### src/rtl/led_target_generator_if.sv
`default_nettype none
// ============================================================================
// Module   : led_target_generator_if
// Brief    : Game-state, tick and hit inputs plus LED/score/round/result
//            outputs of the LED target generator, bundled as one interface.
// Revision : 1.0 - initial release
// ============================================================================
interface led_target_generator_if;
   logic [2:0] i_State;
   logic       i_Sec1Tick;
   logic       i_Comparison;
   logic [7:0] o_Led;
   logic [7:0] o_Score;
   logic [7:0] o_Round;
   logic       o_Clear;
   logic       o_Fail;

   // master = game controller / comparison side, slave = the generator
   modport master (
      output i_State, i_Sec1Tick, i_Comparison,
      input  o_Led, o_Score, o_Round, o_Clear, o_Fail
   );
   modport slave (
      input  i_State, i_Sec1Tick, i_Comparison,
      output o_Led, o_Score, o_Round, o_Clear, o_Fail
   );
endinterface
`default_nettype wire

### src/rtl/led_target_generator.sv
`default_nettype none
// ============================================================================
// Module   : led_target_generator
// Brief    : One-hot LED target pattern, score/round keeping and one-cycle
//            clear/fail requests for a bomb-game round.
// Revision : 1.0 - initial release
// ============================================================================
module led_target_generator #(
   parameter logic [15:0] LFSR_SEED   = 16'hACE1,
   parameter logic [7:0]  TARGET_HITS = 8'd10,
   parameter logic [7:0]  MAX_ROUNDS  = 8'd20
) (
   input  wire logic              i_Clk,
   input  wire logic              i_Rst,
   led_target_generator_if.slave  bus
);
   localparam logic [2:0] c_ST_IDLE  = 3'b000;
   localparam logic [2:0] c_ST_START = 3'b001;

   typedef enum logic [1:0] {
      S_IDLE = 2'd0,
      S_PLAY = 2'd1,
      S_DONE = 2'd2
   } state_t;

   state_t      r_fsm;
   logic [15:0] r_lfsr;
   logic [2:0]  r_prev_state;
   logic        r_hit_latched;
   logic [7:0]  r_led;
   logic [7:0]  r_score;
   logic [7:0]  r_round;
   logic        r_clear;
   logic        r_fail;

   logic        w_fb;
   logic [7:0]  w_cand_raw;
   logic [7:0]  w_cand;
   logic        w_entry;
   logic        w_hit;
   logic [7:0]  w_score_inc;

   assign w_fb        = r_lfsr[15] ^ r_lfsr[13] ^ r_lfsr[12] ^ r_lfsr[10];
   assign w_cand_raw  = 8'd1 << r_lfsr[2:0];
   // Rotating on a collision guarantees the next target differs from the current one
   assign w_cand      = (w_cand_raw == r_led) ? {w_cand_raw[6:0], w_cand_raw[7]} : w_cand_raw;
   assign w_entry     = (bus.i_State == c_ST_START) && (r_prev_state != c_ST_START);
   assign w_hit       = bus.i_Comparison && !r_hit_latched && (r_score < TARGET_HITS);
   assign w_score_inc = r_score + 8'd1;

   always_ff @(posedge i_Clk or negedge i_Rst) begin
      if (!i_Rst) begin
         r_fsm         <= S_IDLE;
         r_lfsr        <= LFSR_SEED;
         r_prev_state  <= c_ST_IDLE;
         r_hit_latched <= 1'b0;
         r_led         <= 8'd0;
         r_score       <= 8'd0;
         r_round       <= 8'd0;
         r_clear       <= 1'b0;
         r_fail        <= 1'b0;
      end else begin
         r_lfsr       <= {r_lfsr[14:0], w_fb};
         r_prev_state <= bus.i_State;
         r_clear      <= 1'b0;
         r_fail       <= 1'b0;
         case (r_fsm)
            S_IDLE: begin
               r_led <= 8'd0;
               if (w_entry) begin
                  r_led         <= w_cand;
                  r_score       <= 8'd0;
                  r_round       <= 8'd1;
                  r_hit_latched <= 1'b0;
                  r_fsm         <= S_PLAY;
               end
            end
            S_PLAY: begin
               if (bus.i_State != c_ST_START) begin
                  r_led <= 8'd0;
                  r_fsm <= S_IDLE;
               end else begin
                  if (w_hit) begin
                     r_score       <= w_score_inc;
                     r_hit_latched <= 1'b1;
                  end
                  // A winning hit takes precedence over a round-ending tick
                  if (w_hit && (w_score_inc == TARGET_HITS)) begin
                     r_clear <= 1'b1;
                     r_led   <= 8'd0;
                     r_fsm   <= S_DONE;
                  end else if (bus.i_Sec1Tick) begin
                     if (r_round == MAX_ROUNDS) begin
                        r_fail <= 1'b1;
                        r_led  <= 8'd0;
                        r_fsm  <= S_DONE;
                     end else begin
                        r_round       <= r_round + 8'd1;
                        r_led         <= w_cand;
                        r_hit_latched <= 1'b0;
                     end
                  end
               end
            end
            S_DONE: begin
               r_led <= 8'd0;
               if (bus.i_State == c_ST_IDLE) begin
                  r_fsm <= S_IDLE;
               end
            end
            default: begin
               r_led <= 8'd0;
               r_fsm <= S_IDLE;
            end
         endcase
      end
   end

   assign bus.o_Led   = r_led;
   assign bus.o_Score = r_score;
   assign bus.o_Round = r_round;
   assign bus.o_Clear = r_clear;
   assign bus.o_Fail  = r_fail;
endmodule
`default_nettype wire

### src/flat_wrapper.sv
// flat-port wrapper written by rule: the top's interface ports become plain ports
module led_target_generator_flat 
#(
   parameter logic [15:0] LFSR_SEED   = 16'hACE1,
   parameter logic [7:0]  TARGET_HITS = 8'd10,
   parameter logic [7:0]  MAX_ROUNDS  = 8'd20
)
  (i_Clk, i_Rst, bus_i_State, bus_i_Sec1Tick, bus_i_Comparison, bus_o_Led, bus_o_Score, bus_o_Round, bus_o_Clear, bus_o_Fail);
  led_target_generator_if bus_i ();
  input  wire logic i_Clk;
  input  wire logic i_Rst;
  input wire logic [$bits(bus_i.i_State)-1:0] bus_i_State;
  input wire logic [$bits(bus_i.i_Sec1Tick)-1:0] bus_i_Sec1Tick;
  input wire logic [$bits(bus_i.i_Comparison)-1:0] bus_i_Comparison;
  output wire logic [$bits(bus_i.o_Led)-1:0] bus_o_Led;
  output wire logic [$bits(bus_i.o_Score)-1:0] bus_o_Score;
  output wire logic [$bits(bus_i.o_Round)-1:0] bus_o_Round;
  output wire logic [$bits(bus_i.o_Clear)-1:0] bus_o_Clear;
  output wire logic [$bits(bus_i.o_Fail)-1:0] bus_o_Fail;
  assign bus_i.i_State = bus_i_State;
  assign bus_i.i_Sec1Tick = bus_i_Sec1Tick;
  assign bus_i.i_Comparison = bus_i_Comparison;
  assign bus_o_Led = bus_i.o_Led;
  assign bus_o_Score = bus_i.o_Score;
  assign bus_o_Round = bus_i.o_Round;
  assign bus_o_Clear = bus_i.o_Clear;
  assign bus_o_Fail = bus_i.o_Fail;
  led_target_generator #(.LFSR_SEED(LFSR_SEED), .TARGET_HITS(TARGET_HITS), .MAX_ROUNDS(MAX_ROUNDS)) u_core (.i_Clk(i_Clk), .i_Rst(i_Rst), .bus(bus_i));
endmodule
### config.mk
export PLATFORM = sky130hd
export DESIGN_NAME = led_target_generator_flat
export DESIGN_NICKNAME = d
export VERILOG_FILES = /design/src/rtl/led_target_generator_if.sv /design/src/rtl/led_target_generator.sv /design/src/flat_wrapper.sv
export SDC_FILE = /design/constraint.sdc
export NUM_CORES = 1
export LEC_CHECK = 0
export ABC_CLOCK_PERIOD_IN_PS = 3250
export BUFFER_PORTS_ARGS = -buffer_cell sky130_fd_sc_hd__buf_4
export CAP_MARGIN = 0
export CORE_MARGIN = 8
export CORE_UTILIZATION = 50
export CTS_BUF_LIST = sky130_fd_sc_hd__clkbuf_4
export DETAILED_ROUTE_END_ITERATION = 10
export GPL_ROUTABILITY_DRIVEN = 0
export HOLD_SLACK_MARGIN = 0.12
export PLACE_DENSITY = 0.68
export SLEW_MARGIN = 10
export SYNTH_ARGS = -nofsm -noshare
export SYNTH_HDL_FRONTEND = slang
export SYNTH_SLANG_ARGS = --single-unit
### constraint.sdc
create_clock -name i_Clk -period 3.25 [get_ports i_Clk]
set_input_delay 0.325 -clock i_Clk [delete_from_list [all_inputs] [get_ports i_Clk]]
set_output_delay 0.325 -clock i_Clk [all_outputs]
set_load 0.05 [all_outputs]
# After elaboration in Yosys (flattened, before gate mapping)
# Cells that the tools add are included.
[word_totals] word_cells=84 inputBits=7 register_bits=48 out_inout_bits=26
[classes] n_shift=1 bitwise_logic=3 n_mux=39 addsub=2 n_eq_ne=17 order_cmp=1 n_reduce_logical=12
[op_table] cell="two-way mux 8 bit" count=14
[op_table] cell="case mux 8 bit (2 select lines)" count=3
[op_table] cell="adder 8 x 1 -> 8 bit (second input constant)" count=2
[op_table] cell="two-way mux 1 bit" count=14
[op_table] cell="two-way mux 2 bit" count=6
[op_table] cell="== test 8 x 4 -> 1 bit (second input constant)" count=1
[op_table] cell="== test 8 x 5 -> 1 bit (second input constant)" count=1
[op_table] cell="== test 8 bit" count=1
[op_table] cell="< comparator 8 x 4 -> 1 bit (second input constant)" count=1
[op_table] cell="inequality test 2 bit (second input constant)" count=4
[op_table] cell="AND reduction 4 bit" count=2
[op_table] cell="left shift 1 x 3 -> 8 bit (first input constant)" count=1
[op_table] cell="inequality test 2 x 1 -> 1 bit (second input constant)" count=3
[op_table] cell="inequality test 3 x 1 -> 1 bit (second input constant)" count=2
[op_table] cell="case mux 2 bit (3 select lines)" count=1
[op_table] cell="AND reduction 6 bit" count=1
[op_table] cell="logical AND 1 bit" count=4
[op_table] cell="inequality test 4 x 1 -> 1 bit (second input constant)" count=1
[op_table] cell="inequality test 4 x 2 -> 1 bit (second input constant)" count=1
[op_table] cell="== test 3 x 1 -> 1 bit (second input constant)" count=1
[op_table] cell="zero test 3 bit" count=1
[op_table] cell="AND reduction 3 bit" count=1
[op_table] cell="XOR 1 bit" count=3
[op_table] cell="== test 2 x 1 -> 1 bit (second input constant)" count=1
[op_table] cell="5 further kinds" count=5

# Longest topological paths before layout
[logic_depth] word_depth=9 depth_mapped=8 depth_no_buf=8

# Worst setup path after synthesis
# No wires, ideal clock.
[synth_path] kind="reg2reg" start="register u_core.r_round[0], in the netlist u_core.bus.o_Round[0]" end="register u_core.r_round[5], in the netlist u_core.bus.o_Round[5]" required_ns=3.115 n_path_buf=0 path_stages_with_launch=9 arrival_time_ns=2.123 synth_period_minus_slack_ns=2.259 slack_ns=0.991 setup_ns=0.135 cell_sequence="dfrtp_1 > inv_1 > ha_1 > and3b_1 > a211oi_1 > o21ai_2 > nor4b_1 > xnor2_1 > nor2_1"
[synth_between] elab_chain_cells=6 elab_cells_between_ends=9 cone_classes="1 x add/sub; 2 x eq/ne; 5 x mux; 1 x reduce/logical"
[synth_rtl] element="start, declared" line="led_target_generator.sv:32" source="logic [7:0] r_round;"
[synth_rtl] element="start signal, assigned" line="led_target_generator.sv:98" source="r_round <= r_round + 8'd1;"
[synth_rtl] element="adder 8 x 1 -> 8 bit" line="led_target_generator.sv:98"
[synth_rtl] element="two-way mux 8 bit" line="led_target_generator.sv:93" source="if (r_round == MAX_ROUNDS) begin"
[synth_rtl] element="two-way mux 8 bit" line="led_target_generator.sv:92" source="end else if (bus.i_Sec1Tick) begin"
[synth_rtl] element="two-way mux 8 bit" line="led_target_generator.sv:88" source="if (w_hit && (w_score_inc == TARGET_HITS)) begin"
[synth_rtl] element="two-way mux 8 bit" line="led_target_generator.sv:79" source="if (bus.i_State != c_ST_START) begin"
[synth_rtl] element="case mux 8 bit (2 select lines)" line="led_target_generator.sv:67" source="case (r_fsm)"
# Several ways; a longest one is shown, not always the timed one. The select of a mux whose other input is x is not followed.
# A chain may end at the register's enable or synchronous reset.

# Worst setup path in the final report
[layout_path] start="input bus_i_State[1]" end="register u_core.r_led[1], in the netlist u_core.bus.o_Led[1]"
[layout_between] elab_chain_cells=4 elab_cells_between_ends=7 cone_classes="3 x eq/ne; 3 x mux; 1 x reduce/logical"
[layout_rtl] element="start, declared" line="flat_wrapper.sv:12" source="input wire logic [$bits(bus_i.i_State)-1:0] bus_i_State;"
[layout_rtl] element="== test 3 x 1 -> 1 bit" line="led_target_generator.sv:47" source="assign w_entry = (bus.i_State == c_ST_START) && (r_prev_state != c_ST_START);"
[layout_rtl] element="logical AND 1 bit" line="led_target_generator.sv:47"
[layout_rtl] element="two-way mux 8 bit" line="led_target_generator.sv:70" source="if (w_entry) begin"
[layout_rtl] element="case mux 8 bit (2 select lines)" line="led_target_generator.sv:67"
[layout_rtl] element="end signal, assigned" line="led_target_generator.sv:71" source="r_led <= w_cand;"
[layout_rtl] element="end signal, assigned" line="led_target_generator.sv:99" source="r_led <= w_cand;"
[layout_rtl] element="end, declared" line="led_target_generator.sv:30" source="logic [7:0] r_led;"
# Several ways; a longest one is shown, not always the timed one.

==> results.md <==
- Final hold viol count: 0
- Hold WC Path Type: in2reg
- Post-synthesis sequential area ratio: 54.5%
- Root Buffer: clkbuf_4
- Layout cell share with drive strength beyond 1: 25.0%
- First-pass GRT wire length: 8110 um
- Crit start category: input pin
- Worst setup margin: approximately 0.96 ns
- Number of remaining DRC errors: 0
- Netlist cell types: between 50 and 60
- Vias: 1651
- Max frequency: 0.436 GHz
- Pre-CTS WS: 1.02 ns
- Measured slew at the worst slew-check pin: 0.623 ns
- Initial antenna violation count: 0
- Required time worst endpoint: around 3.6 ns
- HPWL after DPL: approximately 3300 um
- Core area: 4320 sq um
- Setup Buffers After CTS: 0
- Layout Cells excl Fill: 288
- DR WL/cell: 16.1 um
- Synthesized netlist cell count: 196
- # IOs: 33
- Post-synth EDFFs: 0
- Mapped Nets: 207
- Design Area, Final: 2630 sq um
- Initial cell density of the core: about 51%
- Post-Syn Area: 2220 sq um
- Synthesis-to-layout area growth: 18.1%
- Chip Height: 82.7 um
- ANT nets after route: 0
- CP endpoint kind: flop
- Die width: 82.7 um
- Register bit count reported by yosys: 48
- Final WL: 4640 um
- Ys Warns: 0
- Main synth FF type: dfrtp_1
- Starting DRT DRC Count: 96
- H-tree levels: 2
- Pin count of the biggest net entering global routing: 49
- Peak supply drop: approximately 0.23 mV
- Final period util: 70.6%
- CTS Buf Count: 5
- RSZ-0062 raised after global routing: false
- Setup CP Type: in2reg
- Sum Neg Setup Slack: 0 ns
- Final net count: 246
- CTS tree: done
- Endpoints failing setup: 0
- Clock sink count: 48
- Fillers: 363
- Cells after DPL: 276
- Worst-path maximum fanout: 10
- Vias in the first global route: 1704
- Gr usage total: approximately 15%
- DR vias/cell: 5.73
- Async SR Flop Fraction: 100%
- Post-synthesis area per instance: 11.3 sq um
- Lkg Pwr: approximately 1.2 nW
- Final Max Slew Viols: 0
- First-pass DRT Iterations: 4
- Clock buffer depth: 2
- Setup Skew: ~0.0095 ns
- Max-Cap Viols: 0
- Status: completed
- Global route total overflow: 0
- Die Footprint: just under 7000 sq um
- # diodes: 0
- Slew margin rel.: 57.9%
- Clock transition at path regs: around 0.15 ns
- Cell area after placement: about 2500 sq um
- Clock latency on the worst-skew pair: approximately 0.35 ns
- Worst Path Arrival: 2.60 ns
- Number of port buffers: 32
- Tmin final: between 2 and 2.5 ns
- Core Rows: 24
- Pwr/cell area: 426 nW/um^2
-- layout by cell type (no fill, tap or decap), types with 5 or more instances in the layout --
cell type,synthesis,final
and2_1,5,5
dfstp_2,8,8
nor3b_1,5,5
a21oi_1,5,5
a32o_1,6,6
nor2_1,21,21
o21ai_0,10,10
inv_1,6,6
buf_4,0,32
clkbuf_4,0,5
nand2_1,10,10
xnor2_1,9,9
dfrtp_1,40,40
nand3_1,7,7
-- critical path: stages --
cell and delay (ns):
dlygate4sd3_1 0.54, buf_4 0.15, or3b_2 0.47, nor2_1 0.19, o211ai_1 0.17, a211oi_4 0.50
a32o_1 0.25
-- timing repair --
| item | CTS | global route |
|---|---|---|
| hold buffers | 4 | 0 |
| resized for setup | 0 | 0 |
| hold endpoints to repair | 43 | 0 |
-- layout make-up --
type / instances / area (sq um) / area share [%]
sequential: 48 / 1210 / 46.1
multi-input combinational: 138 / 963 / 36.7
timing repair buffer: 36 / 280 / 10.7
tap: 52 / 65.1 / 2.48
clock inverter: 3 / 46.3 / 1.76
clock buffer: 5 / 37.5 / 1.43
inverter: 6 / 22.5 / 0.858
-- per-layer routing --
metal,GRT usage (%),vias up,wire length [um]
li1,-,787,-
met1,18.6,815,2030
met2,25.0,43,2320
met3,4.44,6,252
met4,3.79,0,32
met5,0,-,0
-- report_power, final --
group | internal [mW] | total, mW | switching [mW] | leakage [nW]
sequential | 0.611 | 0.629 | 0.0185 | 0.627
combinational | 0.0425 | 0.123 | 0.0809 | 0.548
clock | 0.165 | 0.365 | 0.201 | 0.0418
-- cell families (layout without fill, tap and decap cells) --
| group | Yosys count | after routing | synth area share, % |
|---|---|---|---|
| flops | 48 | 48 | 54.5 |
| fa+ha+maj | 4 | 4 | 2.25 |
| simple gates | 79 | 79 | 20.7 |
| xor+xnor | 10 | 10 | 3.94 |
| compound gates | 41 | 41 | 14.6 |
| mux | 4 | 4 | 1.86 |
| buf+inv | 10 | 50 | 2.19 |
-- metrics by stage --
step                hold slack [ns]  util, %  power [mW]
floorplan                    0.0294        -       0.711
global placement              0.339     57.9       0.756
detailed placement            0.336     57.9       0.761
CTS                           0.282     60.7        1.13
global route                  0.288     60.7        1.17
finish                        0.294     60.7        1.12
-- sequential cells by signal, indices dropped and copies added, names as in the netlist --
| name | flops |
|---|---|
| u_core.bus.o_Led | 8 |
| u_core.r_lfsr | 16 |
| u_core.bus.o_Round | 8 |
| u_core.r_fsm | 2 |
| u_core.bus.o_Clear | 1 |
| u_core.r_hit_latched | 1 |
| u_core.bus.o_Score | 8 |
| u_core.r_prev_state | 3 |
| u_core.bus.o_Fail | 1 |
-- cells in the mapped netlist, drive strengths merged, types with 3 or more instances --
master	instances	area [sq um]
nor4b	4	50.1
and3b	3	26.3
buf	4	26.3
dfrtp	40	1000
nand2	10	37.5
nor3	3	15.0
nor3b	5	37.5
inv	6	22.5
nand3	7	35.0
nand4	3	25.0
a21oi	5	25.0
mux2i	3	30.0
ha	4	50.1
dfstp	8	210
xnor2	9	78.8
a211oi	3	35.0
a32o	6	60.1
and2	5	31.3
nor2	21	78.8
o21ai	11	58.8
nor2b	4	25.0
-- worst paths after layout --
path	from	to	slack [ns]	depth (start not counted)
hold reg to reg	u_core.r_lfsr[8]	u_core.r_lfsr[9]	0.37	0
setup reg to reg	u_core.bus.o_Round[0]	u_core.bus.o_Round[6]	0.98	8
hold / removal	bus_i_Sec1Tick	u_core.bus.o_Fail	0.29	3
min in group asynchronous	i_Rst	u_core.r_prev_state[1]	0.51	2
setup / recovery	bus_i_State[1]	u_core.bus.o_Led[1]	0.96	7
max in group asynchronous	i_Rst	u_core.r_lfsr[7]	2.36	2
Power figures use the tool's default switching activity.
